File: config.mk
export PLATFORM = sky130hd
export DESIGN_NAME = branch_resolve_queue
export DESIGN_NICKNAME = d
export VERILOG_FILES = /design/src/rtl/branch_resolve_queue_pkg.sv /design/src/rtl/branch_resolve_queue_sat_counter.sv /design/src/rtl/branch_resolve_queue.sv
export SDC_FILE = /design/constraint.sdc
export NUM_CORES = 1
export LEC_CHECK = 0
export ABC_AREA = 0
export CORE_ASPECT_RATIO = 0.8
export CORE_MARGIN = 1
export CORE_UTILIZATION = 50
export DETAILED_ROUTE_END_ITERATION = 6
export PLACE_DENSITY = 0.85
export SLEW_MARGIN = 20
export SYNTH_ARGS = -nofsm -noshare
export SYNTH_HDL_FRONTEND = slang
export SYNTH_HIERARCHICAL = 1
export SYNTH_SLANG_ARGS = --single-unit
File: constraint.sdc
create_clock -name clk -period 4.95 [get_ports clk]
set_input_delay 0.7425 -clock clk [delete_from_list [all_inputs] [get_ports clk]]
set_output_delay 0.7425 -clock clk [all_outputs]
set_load 0.02 [all_outputs]
File: src/rtl/branch_resolve_queue_pkg.sv
// Shared definitions for the branch resolve queue: entry field layout and control-transfer opcodes.
// Entry packing is {pc, pred_target, pred_taken}, sized from the address width.
package branch_resolve_queue_pkg;

  localparam logic [6:0] OPC_BRANCH = 7'b1100011;
  localparam logic [6:0] OPC_JAL    = 7'b1101111;

  localparam int TAKEN_BIT  = 0;
  localparam int TARGET_LSB = 1;

  function automatic int pc_lsb(input int xlen);
    return xlen + 1;
  endfunction

  function automatic int entry_w(input int xlen);
    return 2 * xlen + 1;
  endfunction

endpackage

File: src/rtl/branch_resolve_queue_sat_counter.sv
// Saturating up-counter: increments by one per cycle with inc high, holds at all-ones.
// Single-cycle update, no backpressure.
module sat_counter #(
  parameter int CNT_W = 32
) (
  input  logic             clk,
  input  logic             reset_n,
  input  logic             inc,
  output logic [CNT_W-1:0] cnt
);

  always_ff @(posedge clk or negedge reset_n) begin
    if (!reset_n) begin
      cnt <= '0;
    end else if (inc && (cnt != {CNT_W{1'b1}})) begin
      cnt <= cnt + CNT_W'(1);
    end
  end

endmodule

File: src/rtl/branch_resolve_queue.sv
// Holds fetch-time branch predictions until execute resolves them; compares and redirects combinationally.
// Pop/redirect are same-cycle with resolve; pushes while full without a pop are dropped (ovf_err).
module branch_resolve_queue
  import branch_resolve_queue_pkg::*;
#(
  parameter int DEPTH = 4,
  parameter int XLEN  = 32,
  parameter int CNT_W = 32
) (
  input  logic             clk,
  input  logic             reset_n,
  input  logic             push_valid,
  input  logic [XLEN-1:0]  push_pc,
  input  logic             push_pred_taken,
  input  logic [XLEN-1:0]  push_pred_target,
  input  logic             resolve_valid,
  input  logic             resolve_taken,
  input  logic [XLEN-1:0]  resolve_target,
  input  logic             flush,
  output logic             mispredict,
  output logic [XLEN-1:0]  redirect_pc,
  output logic             state_update_en,
  output logic             full,
  output logic             empty,
  output logic             ovf_err,
  output logic             unf_err,
  output logic [CNT_W-1:0] branch_count,
  output logic [CNT_W-1:0] mispredict_count
);

  localparam int AW     = $clog2(DEPTH) + 1;
  localparam int IW     = AW - 1;
  localparam int EW     = entry_w(XLEN);
  localparam int PC_LSB = pc_lsb(XLEN);

  logic [EW-1:0]   mem [DEPTH];
  logic [AW-1:0]   wr_ptr, rd_ptr, count;
  logic [EW-1:0]   head;
  logic [XLEN-1:0] head_pc, head_target;
  logic            head_taken;
  logic            pop, push_ok, discard;

  assign head        = mem[rd_ptr[IW-1:0]];
  assign head_pc     = head[PC_LSB +: XLEN];
  assign head_target = head[TARGET_LSB +: XLEN];
  assign head_taken  = head[TAKEN_BIT];

  assign full  = (count == AW'(DEPTH));
  assign empty = (count == '0);

  assign pop             = resolve_valid && !empty;
  assign state_update_en = pop;

  always_comb begin
    mispredict  = 1'b0;
    redirect_pc = '0;
    if (pop) begin
      mispredict = (resolve_taken != head_taken) ||
                   (resolve_taken && (resolve_target != head_target));
      if (mispredict) begin
        redirect_pc = resolve_taken ? resolve_target : head_pc + XLEN'(4);
      end
    end
  end

  // Anything fetched alongside a flush or a mispredict is wrong-path and never enters.
  assign discard = flush || mispredict;
  assign push_ok = push_valid && !discard && (!full || pop);

  always_ff @(posedge clk) begin
    if (push_ok) begin
      mem[wr_ptr[IW-1:0]] <= {push_pc, push_pred_target, push_pred_taken};
    end
  end

  always_ff @(posedge clk or negedge reset_n) begin
    if (!reset_n) begin
      wr_ptr <= '0;
      rd_ptr <= '0;
      count  <= '0;
    end else if (discard) begin
      wr_ptr <= '0;
      rd_ptr <= '0;
      count  <= '0;
    end else begin
      if (push_ok) wr_ptr <= wr_ptr + AW'(1);
      if (pop)     rd_ptr <= rd_ptr + AW'(1);
      if (push_ok && !pop)      count <= count + AW'(1);
      else if (!push_ok && pop) count <= count - AW'(1);
    end
  end

  always_ff @(posedge clk or negedge reset_n) begin
    if (!reset_n) begin
      ovf_err <= 1'b0;
      unf_err <= 1'b0;
    end else begin
      if (push_valid && !discard && full && !pop) ovf_err <= 1'b1;
      if (resolve_valid && empty)                 unf_err <= 1'b1;
    end
  end

  sat_counter #(.CNT_W(CNT_W)) u_branch_cnt (
    .clk     (clk),
    .reset_n (reset_n),
    .inc     (state_update_en),
    .cnt     (branch_count)
  );

  sat_counter #(.CNT_W(CNT_W)) u_mispredict_cnt (
    .clk     (clk),
    .reset_n (reset_n),
    .inc     (mispredict),
    .cnt     (mispredict_count)
  );

endmodule

# Word level (Yosys, flattened, before mapping)
# Memory sizes are Yosys's and may differ from the RTL's.
# Index checks and enable logic that the tools add are counted.
# totals
ff_bits	75
latch_bits	0
ram_bits	260
rom_bits	0
input_bits	103
elab_cells	56
memories	1
# classes
add_sub_neg	7
multipliers	0
div	0
magnitude_cmp	0
eq_ne	5
n_shift	0
n_mux	13
bitwise	0
n_reduce_logical	23
# mem_list
memory	words	word_bits	rd	rd_clocked_by_memory_dff	wr	line_no	text
mem	4	65	1	0	1	branch_resolve_queue.sv:36	logic [EW-1:0] mem [DEPTH];
# op_table
op	n
32-bit two-way mux	3
32-bit by 1-bit adder with 32-bit output (second input constant)	2
32-bit inequality test (second input constant)	2
32-bit by 3-bit adder with 32-bit output (second input constant)	1
32-bit inequality test	1
3-bit two-way mux	7
1-bit logical AND	11
3-bit by 1-bit adder with 3-bit output (second input constant)	3
1-bit logical NOT	5
2-bit nonzero test	2
3-bit equality test (second input constant)	1
3-bit logical NOT	1
1-bit logical OR	3
1-bit two-way mux	3
3-bit nonzero test	1
3-bit by 1-bit subtractor with 3-bit output (second input constant)	1
1-bit inequality test	1

# Longest topological paths before layout
# Gate-level depths: netlist of run 1.
# An unclocked memory read counts as a cell.
# logic_depth
depth_word	14
ltp_mapped	18

# Cells and area by module
# The synthesis of run 1 kept the hierarchy.
# by_module_without_submodules
module	n_inst	cells_each	area_per_inst_um2
branch_resolve_queue	1	691	11780.0
sat_counter	2	151	1624.1

# Least setup slack after synthesis of run 1
# No wires, ideal clock.
# synth_path
kind	register to register
startpoint	register rd_ptr[0]
endpoint	memory mem[0][0] (netlist bit) (enable)
setup_ps	430
arrival_time_ps	3922
slack_ps	598
path_stages_with_launch	11
n_path_buf	3
period_less_slack_ps	4352
cell_sequence	dfrtp_1 -> buf_6 -> buf_12 -> mux4_1 -> xnor2_1 -> nand4_1 -> or3_1 -> nor4_2 -> or2_1 -> buf_4 -> and3_1
# synth_between
elab_chain_cells	11
word_cells_on_any_way	12
classes_between	eq/ne: 2; mux: 3; reduce/logical: 6; memory: 1
# synth_rtl
item	line_no	text
start, declared	branch_resolve_queue.sv:37	logic [AW-1:0] wr_ptr, rd_ptr, count;
start signal, assigned	branch_resolve_queue.sv:87	if (pop) rd_ptr <= rd_ptr + AW'(1);
memory 4 x 65 bit *	n/a	
32-bit inequality test	branch_resolve_queue.sv:59	(resolve_taken && (resolve_target != head_target));
1-bit logical AND	branch_resolve_queue.sv:59	
1-bit logical OR *	branch_resolve_queue.sv:58	mispredict = (resolve_taken != head_taken) ||
1-bit two-way mux *	branch_resolve_queue.sv:57	if (pop) begin
1-bit logical OR *	branch_resolve_queue.sv:67	assign discard = flush || mispredict;
1-bit logical NOT *	branch_resolve_queue.sv:68	assign push_ok = push_valid && !discard && (!full || pop);
1-bit logical AND * (2 in a row)	branch_resolve_queue.sv:68	
1-bit two-way mux *	branch_resolve_queue.sv:71	if (push_ok) begin
1-bit two-way mux (not written as such) *	branch_resolve_queue.sv:72	mem[wr_ptr[IW-1:0]] <= {push_pc, push_pred_target, push_pred_taken};
end, declared	branch_resolve_queue.sv:36	
# Mark *: on every way between the ends. The rest lies on a longest branch, timed or not.

# Final worst setup path of run 1
# layout_path
startpoint	register rd_ptr[0]
endpoint	output port redirect_pc[23]
# layout_between
elab_chain_cells	6
word_cells_on_any_way	9
classes_between	add/sub: 1; eq/ne: 2; mux: 3; reduce/logical: 2; memory: 1
# layout_rtl
item	line_no	text
memory 4 x 65 bit *	n/a	
parallel branches: the longest is 3 deep, another holds 32-bit by 3-bit adder with 32-bit output	n/a	
32-bit two-way mux *	branch_resolve_queue.sv:60	if (mispredict) begin
32-bit two-way mux *	branch_resolve_queue.sv:57	
end, declared	branch_resolve_queue.sv:21	output logic [XLEN-1:0] redirect_pc,
# Every way passes the cells marked *.

==> results of run 1 <==
[placed cells by master (no fill, tap or decap), types with 10 or more instances in the layout]
master           Yosys  layout
nor3_1              15      15
a211oi_1            19      19
and3_1              14      10
a21oi_1             20      20
xor2_1              31      30
nor2_1              65      65
dfrtp_1             73      71
mux4_1              10      10
nand2_1             62      61
mux2i_1             30      30
inv_1               15      15
mux4_2              43      43
clkdlybuf4s50_1      0     183
buf_4                9      27
clkbuf_16            0      37
nand3_1             39      39
dlymetal6s2s_1       0      19
edfxtp_1           260     260
nand4_1             43      43
xnor2_1             91      90
[per-stage QoR]
stage | cell area [sq um] | util | setup WS [ns]
floorplan | 15030 | - | 0.5975
global placement | 17490 | 0.5944 | 0.5146
detailed placement | 17490 | 0.5944 | 0.4376
CTS | 18730 | 0.6365 | 0.009828
global route | 18910 | 0.6425 | -0.01182
finish | 18910 | 0.6425 | 0.1230
[routing by layer]
layer  GRT usage  up-vias  part of all wire
met4     0.08296        4             0.029
met1      0.3423     4905              0.42
met2      0.3806      446              0.46
met5           0        -           0.00068
met3     0.05271       78             0.092
li1            -     4312                 -
[layout make-up]
| cell class | instances | area, sq um |
|---|---|---|
| clock buffers | 45 | 955.9 |
| fillers | 2105 | 10520 |
| inverters | 16 | 60.06 |
| diodes | 3 | 7.507 |
| repair buffers | 241 | 2466 |
| well taps | 377 | 471.7 |
| multi-input cells | 606 | 5104 |
| flip-flops and latches | 333 | 9642 |
| clock inverters | 18 | 201.4 |
[state kept, by name, summed over array words and instances (netlist names)]
name                  flops
count                     3
u_branch_cnt/cnt         32
wr_ptr                    2
ovf_err                   1
rd_ptr                    2
u_mispredict_cnt/cnt     32
mem                     260
unf_err                   1
[power groups by stage]
stage,logic (mW),registers (mW),clock network [mW]
6_report,1.52,3.36,2.64
5_1_grt,1.62,3.38,2.77
4_1_cts,1.49,3.37,2.68
3_5_place_dp,1.45,3.43,0
3_3_place_gp,1.41,3.42,0
2_1_floorplan,0.822,3.44,0
[worst reg2reg max path, stage by stage (launching register included)]
cell and delay (ns):
dfrtp_4 0.43, buf_12 0.14, buf_12 0.22, mux4_2 0.56
xnor2_1 0.18, nand4_1 0.20, a2111o_1 0.42, nor4_2 0.21
buf_4 0.19, or2_1 0.19, buf_4 0.22, inv_2 0.05
buf_4 0.18, and3_1 0.22, nor2b_1 0.25, nand3_1 0.13
mux2_2 0.33
[path summary, 6_finish.rpt]
path / endpoint / depth (start not counted)
max in group asynchronous: rd_ptr[1]$_DFFE_PN0P_ / 2
max reg2reg: u_mispredict_cnt/cnt[15]$_DFFE_PN0P_ / 16
max: redirect_pc[23] / 10
min in group clk: ovf_err$_DFFE_PN0P_ / 1
min: u_branch_cnt/cnt[6]$_DFFE_PN0P_ / 1
min reg2reg: ovf_err$_DFFE_PN0P_ / 1
[logic make-up (layout without fill, tap and decap cells)]
kind of cell | count (synthesis) | in the layout | share of synthesized area
DFF | 333 | 333 | 0.6411
and+or+nand+nor | 309 | 309 | 0.1156
xor gates and xnor gates | 122 | 122 | 0.07110
muxes | 91 | 91 | 0.1079
AOI/OAI and AO/OA | 76 | 76 | 0.03580
buffers and inverters | 54 | 320 | 0.02140
adders and majority gates | 8 | 8 | 0.007160
other | 0 | 3 | 0
[timing repair]
item / in CTS / in global routing
gates resized for setup: 3 / 25
setup buffers: 5 / 8
endpoints found under the setup margin: 33 / 32
cloned: 0 / 0
==> qor.yml, run 1 <==
status: "finished clean"
worstMarginPinSlew_ns: 0.7215
leakage_nw: 6.706
setup_violations: 0
cp_top_family: "simple AND/OR/NAND/NOR gates"
timing.rr.start: "rd_ptr[0]$_DFFE_PN0P_"
synth_top_cell_area_share: 0.5195
grt_pass1_wl_um: 56460
cp.arrival_ns: 4.08
path_buf_inv: 3
critPathSlowestCell: "clkdlybuf4s50_1"
pwr-share-seq: 0.447
cp-end-kind: "output port"
synth_area_sq_mm: 0.01503
track_usage: 0.2441
drv_cap: 0
first_global_vias: 9659
drv_slew: 0
syn_to_final_growth_pct: 25.82
synth.yosys.seq_area_share: 0.6411
hold-worst-slack_ns: 0.2813
grt_max_degree: 42
cp_max_fo: 7
holdCritPathClass: "input pin to asynchronous set/reset pin"
clock.fmax_mhz: 207.2
fp.coreArea_sq_mm: 0.02943
period_needed_ns: 4.827
synth_edf_count: 260
die_h_um: 157.1
clk_latency_ns: 0.53
cts_buffer_depth: 3
ys.flop_type: "edfxtp_1"
hpwl_um: 25800
synth_top_area_cell: "edfxtp_1"
die-area_sq_mm: 0.03076
clockRootBuffer: "clkbuf_16"
power_switching_mw: 2.035
post_drt_wl_per_cell_um: 23.17
start_util: 0.5107
max_stage_delay_ns: 0.61
vias_per_cell: 5.946
h-tree-depth: 2
power.internal_mw: 5.479
yosys-top-cells-count: "260 x edfxtp_1, 91 x xnor2_1, 73 x dfrtp_1, 65 x nor2_1, 62 x nand2_1"
cts_tree: "done"
synth_area_leaders: "edfxtp_1 52%, dfrtp_1 12%, mux4_2 6.4%"
io_pins: 205
finalHoldViolCount: 0
drtIter0Drc: 938
sw_frac_of_total: 0.2708
crit_chain: "buf_6 > buf_4 > mux4_1 > nand4_4 > or4_4 > nor3_2 > xor2_2 > nand2_1 > a21oi_1 > clkdlybuf4s50_1"
io_buffer_count: 204
clock_power_share: 0.351
path_class: "register to output port"
postRouteAntennaNets: 0
gr-total-overflow: 0
clock_skew_ns: 0.03384
crit_start: "rd_ptr[0]$_DFFE_PN0P_"
placed_cells: 1560
slew_headroom: 0.5190
antenna_found_initial: 6
drt_wl_total_um: 37970
die_w_um: 195.8
start_kind: "register"
synth_fp_nets: 1104
clock_sinks: 333
cts_buffers: 35
required_ns: 4.21
pwr-share-comb: 0.202
rrSetupSlack_ns: 0.70
std_cell_rows: 56
drtPass1Iterations: 5
netlist_instances: 993
irDropWorstVdd_mv: 0.2425
ys_types: 66
drive_gt1_frac: 0.1438
ys_ff_latch: 333
finalPower_mw: 7.514
yosys_warnings: 6
hold_buffers: 0
fin_nets: 1344
vias: 9745
drcViolationCount: 0
setup_tns_ns: 0
gp_congestion: 0.8841
avgSynthCellArea_sq_um: 15.13
synth.most_common_cell: "edfxtp_1"
clk_pin_slew_worst_paths_ns: 0.06
synthArstFlopShare: 0.2192
fin_cells: 1639
period_share: 0.9752
powerDensity_mw_per_mm2: 397.4
Note: power is estimated with default switching activity, not from simulation.
==> run 2, diff against run 1 <==
Settings changed: CORE_UTILIZATION 50 to 55, PLACE_DENSITY 0.85 to 0.91.
==> run 2 against run 1 <==
Against the previous run: worst hold slack improved by 0.10 ns; global-route usage rose by 2.9 points; cell area fell by 0.40%; first-iteration DRC count rose by 6.4%; sequential power barely moved; combinational power barely moved; sequential cell count did not move; critical path depth did not move; routed wire length rose by 1.8%; final cell count fell by 0.98%; clock skew fell by 0.0012 ns; register-to-register slack barely moved.
==> qor.yml, run 2 (same netlist as run 1, synthesis figures left out) <==
grt_max_degree: 54  # +29%
post_drt_wl_per_cell_um: 23.82  # +2.8%
irDropWorstVdd_mv: 0.2433  # +0.32%
gr-total-overflow: 0  # unchanged
cts_buffers: 34  # -2.9%
path_class: "register to output port"
hpwl_um: 25690  # -0.42%
cp.arrival_ns: 4.11  # +0.03 ns
antenna_found_initial: 6  # unchanged
worstMarginPinSlew_ns: 0.9562  # +0.2347 ns
powerDensity_mw_per_mm2: 393.0  # -1.1%
rrSetupSlack_ns: 0.71  # about the same
cts_tree: "done"
drt_wl_total_um: 38660  # +1.8%
required_ns: 4.21  # about the same
final_cell_mix: "260 x edfxtp_1, 195 x clkdlybuf4s50_1, 91 x xnor2_1"
grt_pass1_wl_um: 57700  # +2.2%
leakage_nw: 6.518  # -2.8%
die-area_sq_mm: 0.02799  # -9.0%
hold_buffers: 0  # unchanged
start_util: 0.5666  # +0.05588
clock.fmax_mhz: 205.9  # -0.59%
fp.coreArea_sq_mm: 0.02653  # -9.9%
start_kind: "register"
clk_pin_slew_worst_paths_ns: 0.06  # about the same
slew_headroom: 0.3625  # -0.1565
track_usage: 0.2731  # +0.02905
crit_start: "rd_ptr[0]$_DFFE_PN0P_"
h-tree-depth: 2  # unchanged
final_common_cell: "edfxtp_1"
setup_tns_ns: 0  # unchanged
drtPass1Iterations: 7  # +2
status: "finished clean"
cp_max_fo: 18  # +11
drtIter0Drc: 998  # +6.4%
drv_cap: 0  # unchanged
std_cell_rows: 53  # -5.4%
clk_latency_ns: 0.53  # about the same
cts_buffer_depth: 3  # unchanged
die_h_um: 149.9  # -4.6%
io_buffer_count: 204  # unchanged
setup_violations: 0  # unchanged
vias_per_cell: 6.223  # +4.7%
period_share: 0.9809  # +0.005770
largest_reg_flops: 260  # unchanged
drcViolationCount: 0  # unchanged
clock_skew_ns: 0.03267  # -0.001179 ns
holdCritPathClass: "input pin to asynchronous set/reset pin"
die_w_um: 186.8  # -4.6%
postRouteAntennaNets: 0  # unchanged
rsz0062_at_grt: "yes"
clock_sinks: 333  # unchanged
vias: 10100  # +3.6%
drive_gt1_frac: 0.1420  # -0.001814
clockRootBuffer: "clkbuf_16"
io_pins: 205  # unchanged
period_needed_ns: 4.856  # +0.02856 ns
drv_slew: 0  # unchanged
max_stage_delay_ns: 0.57  # -0.04 ns
fill_cells: 1668  # -21%
crit_chain: "buf_4 > mux4_1 > xnor2_1 > nand4_1 > or3_1 > nor4_4 > or2_1 > buf_4 > a21oi_1 > clkdlybuf4s50_1"
crit_top_cell: "buf_4"
cp-end-kind: "output port"
fin_nets: 1348  # +0.30%
timing.rr.start: "rd_ptr[0]$_DFFE_PN0P_"
finalPower_mw: 7.401  # -1.5%
first_global_vias: 9805  # +1.5%
critPathSlowestCell: "mux4_1"
gp_congestion: 0.9236  # +4.5%
syn_to_final_growth_pct: 25.31
finalHoldViolCount: 0  # unchanged
run 2: cell count changes in the layout (fill, tap and decap cells not counted), sizes merged:
cell	change
buf	+5
bufinv	-1
clkdlybuf4s50	+12
clkinv	-2
clkinvlp	-1
diode	+2
dlymetal6s2s	-12
inv	+1
run 2: critical path: cells and delay by family (launching register included):
| family | cells | cell delay [ns] |
|---|---|---|
| compound gates | 1 | 0.08 |
| buf+inv | 3 | 0.97 |
| simple gates | 4 | 1.21 |
| mux | 1 | 0.57 |
| xor+xnor | 1 | 0.19 |
| flops | 1 | 0.56 |
run 2: power breakdown:
part	total, mW	switching [mW]	leakage, nW	internal, mW
Combinational	1.54	0.868	2.66	0.675
Sequential	3.37	0.135	3.34	3.23
Clock	2.49	1.05	0.520	1.45
run 2: path summary, 6_finish.rpt:
path / to / cells past startpoint
max reg2reg: mem[0][29]$_DFFE_PP_ / 10
min in group clk: unf_err$_DFFE_PN0P_ / 1
max in group asynchronous: u_mispredict_cnt/cnt[8]$_DFFE_PN0P_ / 2
max: redirect_pc[29] / 10
min reg2reg: unf_err$_DFFE_PN0P_ / 1
min: u_branch_cnt/cnt[25]$_DFFE_PN0P_ / 1
run 2: per-layer routing:
metal,track usage,wire [um],vias to the layer above
met1,0.3884,15460,5090
li1,-,-,4328
met4,0.1098,1266,2
met2,0.4300,18510,600
met3,0.03870,3396,80
met5,0,13,-
run 2: area by class of cell:
cell class | instances | area (sq um) | share of cell area
inverters | 16 | 60.06 | 0.003189
diodes | 5 | 12.51 | 0.0006644
clock buffers | 45 | 902.1 | 0.04790
repair buffers | 246 | 2499 | 0.1327
clock inverters | 15 | 162.7 | 0.008637
multi-input cells | 606 | 5107 | 0.2712
well taps | 357 | 446.7 | 0.02372
flip-flops and latches | 333 | 9642 | 0.5120
run 2: timing repair:
action	CTS	global route
setup buffers	4	14
gates resized for setup	1	12
pin swaps	1	2
endpoints found under the setup margin	33	32
run 2: metrics by stage:
step / instances / utilization / hold slack [ns] / setup WS [ns] / instance area [sq um]
floorplan: 993 / - / 0.4469 / 0.5975 / 15030
global placement: 1540 / 0.6600 / 0.4383 / 0.4083 / 17510
detailed placement: 1540 / 0.6600 / 0.4497 / 0.2603 / 17510
CTS: 1604 / 0.7034 / 0.3909 / 0.004349 / 18660
global route: 1623 / 0.7100 / 0.4478 / 0.0005072 / 18830
finish: 1623 / 0.7100 / 0.3830 / 0.09441 / 18830
==> run 3, diff against run 2 <==
Settings changed: CORE_MARGIN 1 to 8.
==> run 3 against run 2 <==
Against the previous run: first-iteration DRC count down 1.3%; critical path depth unchanged; maximum frequency down 0.38%; via count down 1.0%; sequential power about the same; non-clock buffer count down 2; final cell count up 0.18%; critical endpoint is now redirect_pc[21]; largest cell class unchanged; largest power group unchanged.
==> qor.yml, run 3 (same netlist as run 1, synthesis figures left out) <==
fp.coreArea_sq_mm: 0.02709  # +2.1%
grt_max_degree: 45  # -17%
drv_cap: 0  # unchanged
drtPass1Iterations: 5  # -2
status: "finished clean"
slew_headroom: 0.5356  # +0.1730
path_class: "register to output port"
die_w_um: 200.8  # +7.5%
cts_buffer_depth: 3  # unchanged
drv_slew: 0  # unchanged
clockRootBuffer: "clkbuf_16"
io_pins: 205  # unchanged
cts_tree: "done"
period_needed_ns: 4.874  # +0.01841 ns
clock_skew_ns: 0.03255  # -0.0001133 ns
use_met1: 0.3110  # -0.07737
post_drt_wl_per_cell_um: 24.88  # +4.5%
drtIter0Drc: 985  # -1.3%
fin_nets: 1346  # -0.15%
clk_pin_slew_worst_paths_ns: 0.06  # about the same
die-area_sq_mm: 0.03290  # +18%
cp_max_fo: 8  # -10
gr-usage-met3: 0.05894  # +0.02024
drcViolationCount: 0  # unchanged
vias_per_cell: 6.148  # -1.2%
start_kind: "register"
finalHoldViolCount: 0  # unchanged
io_buffer_count: 204  # unchanged
antenna_found_initial: 12  # +6
period_share: 0.9846  # +0.003719
worstMarginPinSlew_ns: 0.6966  # -0.2596 ns
required_ns: 4.21  # about the same
clock_sinks: 333  # unchanged
grt_pass1_wl_um: 60030  # +4.0%
cp-end-kind: "output port"
finalPower_mw: 7.468  # +0.91%
drive_gt1_frac: 0.1448  # +0.002838
syn_to_final_growth_pct: 25.39  # about the same
final_common_cell: "edfxtp_1"
irDropWorstVdd_mv: 0.2834  # +16%
setup_tns_ns: 0  # unchanged
holdCritPathClass: "input pin to asynchronous set/reset pin"
h-tree-depth: 2  # unchanged
drt_wl_total_um: 40450  # +4.6%
std_cell_rows: 54  # +1.9%
first_global_vias: 9938  # +1.4%
die_h_um: 163.9  # +9.3%
postRouteAntennaNets: 0  # unchanged
cts_buffers: 34  # unchanged
hpwl_um: 27580  # +7.4%
start_util: 0.5547  # -0.01188
setup_violations: 0  # unchanged
gp_congestion: 0.8883  # -3.8%
vias: 9997  # -1.0%
final_cell_mix: "260 x edfxtp_1, 199 x clkdlybuf4s50_1, 91 x xnor2_1"
clock.fmax_mhz: 205.2  # -0.38%
leakage_nw: 6.445  # -1.1%
grt.busiest_layer: "met2"
clk_latency_ns: 0.53  # about the same
powerDensity_mw_per_mm2: 396.3  # +0.84%
track_usage: 0.2363  # -0.03680
use_met2: 0.3819  # -0.04809
gr-total-overflow: 0  # unchanged
cp.arrival_ns: 4.13  # +0.02 ns
largest_reg_flops: 260  # unchanged
-- run 3: changes by cell type in the layout (fill, tap and decap cells not counted), moves of 3 or more --
| cell | change |
|---|---|
| buf_12 | +4 |
| buf_16 | -4 |
| clkbuf_1 | -4 |
| clkdlybuf4s50_1 | +4 |
| buf_4 | -3 |
| dlymetal6s2s_1 | -3 |
-- run 3: timing repair --
item	CTS	global route
pin swaps	0	2
setup buffers	3	12
hold buffers	0	0
gates resized for setup	1	10
endpoints found under the hold margin	0	0
setup endpoints to repair	33	32
gates cloned	0	0
-- run 3: path summary, 6_finish.rpt --
path                       slack, ns                                   end  cells after the start             startpoint
max                             0.08                       redirect_pc[21]                     10  rd_ptr[0]$_DFFE_PN0P_
min                             0.27      u_branch_cnt/cnt[29]$_DFFE_PN0P_                      1                reset_n
max reg2reg                     0.90  u_mispredict_cnt/cnt[29]$_DFFE_PN0P_                     14  rd_ptr[1]$_DFFE_PN0P_
min reg2reg                     0.46                   unf_err$_DFFE_PN0P_                      1    unf_err$_DFFE_PN0P_
max in group asynchronous       3.63   u_mispredict_cnt/cnt[4]$_DFFE_PN0P_                      2                reset_n
min in group clk                0.46                   unf_err$_DFFE_PN0P_                      1    unf_err$_DFFE_PN0P_
-- run 3: area by class of cell --
class / count / area [sq um]
Timing Repair Buffer: 244 / 2455
Tap cell: 364 / 455.4
Clock buffer: 41 / 887.1
Antenna cell: 5 / 12.51
Clock inverter: 17 / 231.5
Sequential cell: 333 / 9642
Multi-Input combinational cell: 606 / 5101
Fill cell: 1707 / 8249
Inverter: 16 / 60.06
-- run 3: layer usage --
metal	share of wire	vias to the layer above
li1	-	4319
met1	0.39	5030
met2	0.48	533
met5	0.0020	-
met3	0.089	101
met4	0.033	14
-- run 3: critical path, stage by stage (launching register included) --
cell and delay (ns):
dfrtp_4 0.51, buf_4 0.20, buf_4 0.15, mux4_1 0.42, nand2_2 0.20, or4_4 0.63, or2_1 0.36, nor2_2 0.14
xnor2_1 0.08, a211oi_1 0.26, clkdlybuf4s50_1 0.66
-- run 3: power by group --
part           internal (mW)  switching (mW)  total [mW]
Sequential              3.23           0.134        3.37
Clock                   1.50            1.07        2.57
Combinational          0.677           0.853        1.53
-- run 3: through the flow --
step / worst slack, ns / cell area (sq um) / utilization / hold slack [ns] / cells
6_report: 0.07600 / 18840 / 0.6955 / 0.2714 / 1626
2_1_floorplan: 0.5975 / 15030 / - / 0.4469 / 993
4_1_cts: 0.001064 / 18690 / 0.6898 / 0.2852 / 1609
3_3_place_gp: 0.4862 / 17520 / 0.6467 / 0.4384 / 1548
3_5_place_dp: 0.3598 / 17520 / 0.6467 / 0.4442 / 1548
5_1_grt: -0.008411 / 18840 / 0.6955 / 0.3250 / 1626
